### config.mk
export PLATFORM = sky130hd
export DESIGN_NAME = dendrite
export DESIGN_NICKNAME = d
export VERILOG_FILES = /design/src/rtl/dendrite.sv
export SDC_FILE = /design/constraint.sdc
export NUM_CORES = 1
export LEC_CHECK = 0
export ABC_AREA = 1
export CAP_MARGIN = 15
export CORE_AREA = 2 2 113 87
export DETAILED_ROUTE_END_ITERATION = 10
export DIE_AREA = 0 0 115 89
export GPL_ROUTABILITY_DRIVEN = 0
export PLACE_DENSITY = 0.74
export SLEW_MARGIN = 10
export SYNTH_ARGS = -nofsm -noshare
export SYNTH_HDL_FRONTEND = slang
export SYNTH_SLANG_ARGS = --single-unit
export TNS_END_PERCENT = 30
### constraint.sdc
create_clock -name clk -period 8.8 [get_ports clk]
set_clock_uncertainty 0.2 [all_clocks]
set_input_delay 2.2 -clock clk [delete_from_list [all_inputs] [get_ports clk]]
set_output_delay 2.2 -clock clk [all_outputs]
set_load 0.01 [all_outputs]
### src/rtl/dendrite.sv
// Dendrite accumulation pipeline: adds a signed synaptic weight to a neuron's membrane
// potential at full event rate. Forwarding covers in-flight writes. Optional clamping: DENDRITE_SAT_EN.
module dendrite #(
    parameter int NNW = 12,
    parameter int WD  = 6,
    parameter int WW  = 8,
    parameter int VW  = 16
) (
    input  logic           clk,
    input  logic           rst_n,
    input  logic           axon_sd_vld,
    input  logic [NNW-1:0] axon_sd_vm_addr,
    input  logic [WD-1:0]  axon_sd_wgt_addr,
    output logic           sd_wgt_re,
    output logic [WD-1:0]  sd_wgt_raddr,
    input  logic [WW-1:0]  sd_wgt_rdata,
    output logic           sd_vm_re,
    output logic [NNW-1:0] sd_vm_raddr,
    input  logic [VW-1:0]  sd_vm_rdata,
    output logic           sd_vm_we,
    output logic [NNW-1:0] sd_vm_waddr,
    output logic [VW-1:0]  sd_vm_wdata,
    output logic           sd_busy
);

    logic           s1_vld;
    logic [NNW-1:0] s1_addr;
    logic           s2_vld;
    logic [NNW-1:0] s2_addr;
    logic [VW-1:0]  s2_data;
    logic           s3_vld;
    logic [NNW-1:0] s3_addr;
    logic [VW-1:0]  s3_data;

    logic [VW-1:0]  operand;
    logic [VW-1:0]  wgt_ext;
    logic [VW-1:0]  sum;

    assign sd_wgt_re    = axon_sd_vld;
    assign sd_vm_re     = axon_sd_vld;
    assign sd_wgt_raddr = axon_sd_wgt_addr;
    assign sd_vm_raddr  = axon_sd_vm_addr;

    assign sd_vm_we    = s2_vld;
    assign sd_vm_waddr = s2_addr;
    assign sd_vm_wdata = s2_data;
    assign sd_busy     = s1_vld | s2_vld;

    assign wgt_ext = {{(VW-WW){sd_wgt_rdata[WW-1]}}, sd_wgt_rdata};

    // The memory read for the S1 event was issued before the S2/S3 writes landed,
    // so the youngest in-flight result for the same neuron takes precedence.
    always_comb begin
        operand = sd_vm_rdata;
        if (s2_vld && (s2_addr == s1_addr)) begin
            operand = s2_data;
        end else if (s3_vld && (s3_addr == s1_addr)) begin
            operand = s3_data;
        end
    end

`ifdef DENDRITE_SAT_EN
    logic [VW:0] sum_wide;

    always_comb begin
        sum_wide = {operand[VW-1], operand} + {wgt_ext[VW-1], wgt_ext};
        sum      = sum_wide[VW-1:0];
        if (sum_wide[VW] != sum_wide[VW-1]) begin
            sum = sum_wide[VW] ? {1'b1, {(VW-1){1'b0}}} : {1'b0, {(VW-1){1'b1}}};
        end
    end
`else
    always_comb begin
        sum = operand + wgt_ext;
    end
`endif

    always_ff @(posedge clk or negedge rst_n) begin
        if (!rst_n) begin
            s1_vld  <= 1'b0;
            s1_addr <= '0;
            s2_vld  <= 1'b0;
            s2_addr <= '0;
            s2_data <= '0;
            s3_vld  <= 1'b0;
            s3_addr <= '0;
            s3_data <= '0;
        end else begin
            s1_vld  <= axon_sd_vld;
            s1_addr <= axon_sd_vm_addr;
            s2_vld  <= s1_vld;
            s2_addr <= s1_addr;
            s2_data <= sum;
            s3_vld  <= s2_vld;
            s3_addr <= s2_addr;
            s3_data <= s2_data;
        end
    end

endmodule

# ---- Word level (Yosys, flattened, before mapping)
# Cells that the tools add are included.
dict set report op_classes {
  n_reduce_logical 2
  add_sub_neg 1
  muxes 2
  n_mul 0
  order_cmp 0
  bitwise 1
  shift 0
  div_mod_pow 0
  n_eq_ne 2
}
# operator count
set op_table {}
lappend op_table {{16-bit two-way mux} 2}
lappend op_table {{12-bit equality test} 2}
lappend op_table {{16-bit adder} 1}
lappend op_table {{1-bit logical AND} 2}
lappend op_table {{1-bit bitwise OR} 1}
dict set report totals {
  latch_bits 0
  ramBits 0
  memories 0
  mem_bits_ro 0
  reg_bits 71
  out_inout_bits 50
}

# ---- Longest topological paths before layout
# Gate-level depths: netlist (run 1).
dict set report logic_depth {
  ltp_word 5
  ltp_mapped 20
  mapped_depth_nobuf 19
}

# ---- Worst setup path before layout (run 1)
# Ideal clock, no wire load.
dict set report synth_timing {
  path_type {input to output}
  start {input axon_sd_vm_addr[0]}
  end {output sd_vm_raddr[0]}
  setup_slack_ps 4081
  n_path_buf 1
  t_arrival_ps 2319
  cell_stages 1
  cell_sequence {buf_4}
}
# item line
set synth_lines {}
lappend synth_lines {{start: declaration} 12} ;# input logic [NNW-1:0] axon_sd_vm_addr,
lappend synth_lines {{end: declaration} 18} ;# output logic [NNW-1:0] sd_vm_raddr,
# No word-level cell between the ends.

# ---- Worst setup path in the final report (run 1)
dict set report layout_timing {
  start {input axon_sd_vm_addr[1]}
  end {output sd_vm_raddr[1]}
}
# No word-level cell between the ends.

==> results of run 1 <==
-- cell type report --
type	count	area, µm²
Sequential cell	71	1780
Multi-Input combinational cell	280	1540
Clock buffer	10	229
Inverter	43	161
Fill cell	820	4270
Clock inverter	6	68.8
Tap cell	112	140
Timing Repair Buffer	84	831
-- cells in the mapped netlist (all sizes together) (2+ instances only) --
cell | number | area share [%]
nand2 | 110 | 12
dfrtp | 71 | 48
inv | 43 | 4.4
nor2 | 42 | 5.1
nand3 | 41 | 5.7
buf | 26 | 5.4
ha | 16 | 5.5
a31oi | 15 | 2.6
xor2 | 14 | 3.3
a21oi | 11 | 1.5
o21ai | 10 | 1.5
xnor2 | 7 | 1.9
nand3b | 4 | 0.82
o2111ai | 2 | 0.48
-- worst register-to-register path, stage by stage (launching register included) --
cell,delay (ns)
dfrtp_1,0.43
inv_1,0.07
nand2_1,0.04
nand2_1,0.10
nand3_1,0.13
nor2_4,0.43
nand2_4,0.23
nand2_1,0.11
a31oi_1,0.08
ha_1,0.24
fa_1,0.42
nand3_1,0.10
nand2_1,0.08
nand3_1,0.08
nand2_1,0.14
a21o_1,0.22
nand3_1,0.07
nand2_1,0.06
xor2_1,0.14
-- layer usage --
metal / vias up / part of all wire [%] / track usage, %
met3: 10 / 6.5 / 4.20
met2: 116 / 44 / 25.9
li1: 1475 / - / -
met1: 1442 / 48 / 24.7
met4: 0 / 1.6 / 6.57
met5: - / 0 / 0
-- final timing paths --
path	from	end	cells past startpoint	slack [ns]
max in group asynchronous	rst_n	s3_data[7]	2	5.96
setup reg to reg	s1_addr[8]	sd_vm_wdata[12]	18	5.30
setup / recovery	axon_sd_vm_addr[1]	sd_vm_raddr[1]	2	3.16
min in group asynchronous	rst_n	s1_addr[0]	2	1.87
hold / removal	s1_vld	sd_vm_we	0	0.17
hold reg to reg	s1_vld	sd_vm_we	0	0.17
-- sequential cells by signal (all words and copies together), names as in the netlist --
signal	cells
s3_vld	1
s1_addr	12
s1_vld	1
sd_vm_waddr	12
sd_vm_we	1
s3_addr	12
sd_vm_wdata	16
s3_data	16
-- per-stage QoR --
step	hold slack, ns	util (%)
2_1_floorplan	0.146	-
3_3_place_gp	0.151	49.3
3_5_place_dp	0.155	49.3
4_1_cts	0.168	52.7
5_1_grt	0.173	52.7
6_report	0.166	52.7
-- power groups by stage --
| stage | Clock, µW | Sequential (µW) | Combinational, µW |
|---|---|---|---|
| after CTS | 368 | 393 | 163 |
| after detailed placement | 0 | 398 | 162 |
| after floorplan | 0 | 400 | 75.3 |
| after global routing | 383 | 398 | 178 |
| final | 359 | 393 | 162 |
| after global placement | 0 | 396 | 159 |
-- logic make-up after synthesis --
kind of cell / share of synthesized area [%]
xor gates and xnor gates: 5.21
buffers and inverters: 9.78
adders and majority gates: 6.00
AOI/OAI and AO/OA: 6.41
and+or+nand+nor: 24.2
DFF: 48.4
==> results.md, run 1 <==
* Cts bufs inserted at 9
* Share of cells above drive strength 1 at 7.69%
* Via density at 5.02
* Logic pwr share at 17.8%
* Outcome: finished clean
* Pleak at 0.00232 µW
* DR WL/cell at 14.2 µm
* Post-CTS resize count at 0
* Area after DPL at 4450 µm²
* Syn Nets at 482
* Post-CTS Setup Bufs at 0
* Tcrit/Tclk final at 64.1%
* Die Footprint at 10200 µm²
* Yosys reg bits at 71
* Largest net degree at the start of global routing at 72
* CP Data Required Time at 6.40 ns
* Core area at 9010 µm²
* DP Cell Count at 590
* Critical path arrival at 3.24 ns
* Worst setup EP type: output port
* Ys flop type: dfrtp_1
* Least-Margin Pin Slew at 0.875 ns
* Post-synthesis async set-or-reset flop share at 100%
* Cell Pwr Density at 193 nW/µm²
* Initial antenna violation count at 0
* GRT Overall Usage at 17.4%
* Final worst setup slack at 3.16 ns
* Clk pwr share at 39.3%
* Worst path cell trace: clkdlybuf4s50_1, clkdlybuf4s50_1
* Number of H-tree levels at 3
* Cts hold-fix bufs at 0
* CP Class: in -> out
* Layout area overhead at 29.2%
* Cell Count, Final, Fillers Out at 606
* Cells after synthesis at 420
* Max Clk Rate at 0.177 GHz
* First-pass GRT wire length at 13700 µm
* CTS tree: built
* Final #Nets at 551
* Initial DRC Count at 302
* Clock Latency Late Sink at 0.33 ns
* Peak supply drop at 0.0966 mV
* # IOs at 95
* CP bufs+invs at 2
* Max-cap violations at 0
* Number of synthesized flops with an enable pin at 0
* Worst Hold Class: reg -> reg
* Clk slew on worst S/H paths at 0.06 ns
* Drt total wl at 8590 µm
* RSZ-0062 raised after global routing: false
* Commonest non-fill, non-tap cells in the layout: nand2_1, clkdlybuf4s50_1, dfrtp_1
* Dpl ws at 3.16 ns
* Sink Count at 71
* Sequential Power Share at 43.0%
* Slowest CP cell: clkdlybuf4s50_1
* Finish-stage setup viols at 0
* Final hold violations at 0
* Max FO, Critical Path at 2
* Clock buffer depth at 2
* Syn avg cell area at 8.74 µm²
* Rel. slew slack at 41.6%
* Sw Pwr at 245 µW
* I/O Buffers at 82
* Detail Route Antenna Nets at 0
* Hpwl dp at 6390 µm
* Most frequent cell on the critical path: clkdlybuf4s50_1
* Post-synthesis cell area at 3670 µm²
* Vias in the first global route at 2780
* Period minus WS final at 5.64 ns
* Initial Util at 40.8%
* Synth cell types at 34
* Ant diodes at 0
* CP startpoint kind: input pin
* Design internal power at 669 µW
* Tot Pwr at 914 µW
* Crit-path leading delay family: buffers and inverters
* FP Rows at 30
* Routed via count at 3043
* Die Y-Extent at 89 µm
* Pre-antenna DRT Iters at 6
* Final slew viol count at 0
* Commonest non-fill, non-tap cell in the layout: nand2_1
* Sequential share of the synthesized area at 48.4%
* GR Overflow Total at 0
* Switch share at 26.8%
* Cell area after layout at 4740 µm²
* Crit-path max cell delay at 0.55 ns
* # DRC at 0
* Total Neg Setup Slack at 0 ns
* Ys Warns at 0
* Horiz. Die Dim at 115 µm
* Root Driver: clkbuf_16
Note: power is estimated with default switching activity, not from simulation.
==> inputs of run 2 (changes only) <==
==> constraint.sdc (replaced) <==
create_clock -name clk -period 5.6 [get_ports clk]
set_clock_uncertainty 0.2 [all_clocks]
set_input_delay 1.4 -clock clk [delete_from_list [all_inputs] [get_ports clk]]
set_output_delay 1.4 -clock clk [all_outputs]
set_load 0.01 [all_outputs]
==> run 2 against run 1 <==
Effect of this change:
- core utilization about the same
- global-route usage increased by 0.71 points
- first-iteration DRC count is 17% lower
- worst setup slack got worse by 1.6 ns
- total power is 58% higher
- hold slack got worse by 0.00070 ns
- cell count stayed put
- clock power grew 59%
- non-clock buffer count did not move
- sequential cell count stayed put
- sequential power up 56%
==> results.md, run 2 (same netlist as run 1, synthesis figures left out) <==
* First-pass GRT wire length at 14100 µm (+3.1%)
* Pre-antenna DRT Iters at 5 (-1)
* Crit-path max cell delay at 0.55 ns (about the same)
* Cts bufs inserted at 9 (unchanged)
* Final hold violations at 0 (unchanged)
* Slowest CP cell: clkdlybuf4s50_1
* Hpwl dp at 6590 µm (+3.1%)
* Final #Nets at 551 (unchanged)
* Routed via count at 3050 (+0.23%)
* Hold path startpoint: s1_vld
* Peak supply drop at 0.165 mV (+71%)
* CP startpoint kind: input pin
* Post-CTS resize count at 0 (unchanged)
* CP Data Required Time at 4.00 ns (-2.40 ns)
* Worst setup EP type: output port
* Clock Latency Late Sink at 0.33 ns (about the same)
* Critical path capture point: sd_vm_raddr[1]
* Rel. slew slack at 47.3% (+5.6 points)
* Sink Count at 71 (unchanged)
* Largest net degree at the start of global routing at 38 (-47%)
* Worst path cell trace: clkdlybuf4s50_1, clkdlybuf4s50_1
* FP Rows at 30 (unchanged)
* Critical path arrival at 2.44 ns (-0.80 ns)
* Outcome: finished clean
* Crit-path leading delay family: buffers and inverters
* Area after DPL at 4450 µm² (unchanged)
* CP bufs+invs at 2 (unchanged)
* Vias in the first global route at 2909 (+4.6%)
* Detail Route Antenna Nets at 0 (unchanged)
* DR WL/cell at 14.6 µm (+2.7%)
* Commonest non-fill, non-tap cell in the layout: nand2_1
* # IOs at 95 (unchanged)
* Drt total wl at 8830 µm (+2.7%)
* GRT Overall Usage at 18.1% (+0.71 points)
* WP depth at 2 (unchanged)
* Initial DRC Count at 252 (-17%)
* Max FO, Critical Path at 2 (unchanged)
* Most frequent cell on the critical path: clkdlybuf4s50_1
* CP Class: in -> out
* Total Neg Setup Slack at 0 ns (unchanged)
* Worst Hold Class: reg -> reg
* Core area at 9010 µm² (unchanged)
* Clk slew on worst S/H paths at 0.06 ns (about the same)
* Met2 usage at 27.9% (+2.0 points)
* Final slew viol count at 0 (unchanged)
* Layout area overhead at 29.2% (about the same)
* Tcrit/Tclk final at 72.1%
* Horiz. Die Dim at 115 µm (unchanged)
* Initial Util at 40.8% (unchanged)
* Share of cells above drive strength 1 at 7.49% (-0.20 points)
* Initial antenna violation count at 0 (unchanged)
* RSZ-0062 raised after global routing: false
* Root Driver: clkbuf_16
* Worst Reg2Reg Path Length in Cells at 16 (-2)
* Least-Margin Pin Slew at 0.791 ns (-0.0847 ns)
* Cts hold-fix bufs at 0 (unchanged)
* Max Clk Rate at 0.248 GHz
* Clock buffer depth at 2 (unchanged)
* CP Launch Point: axon_sd_vm_addr[1]
* Commonest non-fill, non-tap cells in the layout: nand2_1, clkdlybuf4s50_1, dfrtp_1
* FF-to-FF End: sd_vm_wdata[12]
* Cell area after layout at 4750 µm² (about the same)
* Cell Pwr Density at 304 nW/µm² (+58%)
* Number of H-tree levels at 3 (unchanged)
* GR Overflow Total at 0 (unchanged)
* Finish-stage setup viols at 0 (unchanged)
* Layer with the highest usage: met2
* Pleak at 0.00232 µW (-0.16%)
* FILL cells at 829 (+1.1%)
* Die Y-Extent at 89 µm (unchanged)
* Core Util, Final at 52.7% (about the same)
* Met3 Resource Use GR at 5.42% (+1.2 points)
* Period minus WS final at 4.04 ns
* Hold Path Cell Cnt at 0 (unchanged)
* Met1 layer usage reported by global route at 24.3% (-0.44 points)
* Die Footprint at 10200 µm² (unchanged)
* I/O Buffers at 82 (unchanged)
* Via density at 5.03 (+0.23%)
* Ant diodes at 0 (unchanged)
* Reg-to-reg slack, setup at 2.07 ns (-3.23 ns)
* CTS tree: built
* RR Startpoint: s1_addr[4]
* Max-cap violations at 0 (unchanged)
* # DRC at 0 (unchanged)
* Post-CTS Setup Bufs at 0 (unchanged)
-- run 2: cell types whose count changed in the layout (fill, tap and decap cells not counted), sizes merged --
cell	change
clkinvlp	+1
clkbuf	+2
clkinv	-3
-- run 2: through the flow --
| step | std cells | total power, µW | hold WS [ns] | setup WS, ns |
|---|---|---|---|---|
| 6_report | 606 | 1440 | 0.165 | 1.56 |
| 5_1_grt | 606 | 1510 | 0.185 | 1.51 |
| 4_1_cts | 606 | 1460 | 0.166 | 1.55 |
| 3_5_place_dp | 590 | 881 | 0.153 | 1.56 |
| 3_3_place_gp | 590 | 873 | 0.150 | 1.57 |
| 2_1_floorplan | 420 | 747 | 0.146 | 2.42 |
-- run 2: area by class of cell --
cell class | count | area, µm² | share of cell area, %
clock buffers | 12 | 246 | 5.19
clock inverters | 4 | 53.8 | 1.13
inverters | 43 | 161 | 3.40
multi-input cells | 280 | 1540 | 32.4
flip-flops and latches | 71 | 1780 | 37.4
well taps | 112 | 140 | 2.95
repair buffers | 84 | 831 | 17.5
-- run 2: power breakdown --
part           switching, µW  internal, µW  leakage [µW]
Combinational            128           129       0.00135
Sequential              40.2           575      0.000827
Clock                    211           359      0.000139
-- run 2: routing by layer --
layer	wire, µm	up-vias	part of all wire [%]
met5	0	-	0
met4	121	0	1.4
met3	714	10	8.1
met2	4070	125	46
met1	3920	1427	44
li1	-	1488	-
-- run 2: how the worst min path moves through the flow --
stage	end	slack, ns
6_report	sd_vm_we	0.16
5_1_grt	sd_vm_we	0.18
4_1_cts	sd_vm_we	0.17
3_5_place_dp	sd_vm_we	0.15
3_3_place_gp	sd_vm_we	0.15
2_1_floorplan	sd_vm_we	0.15
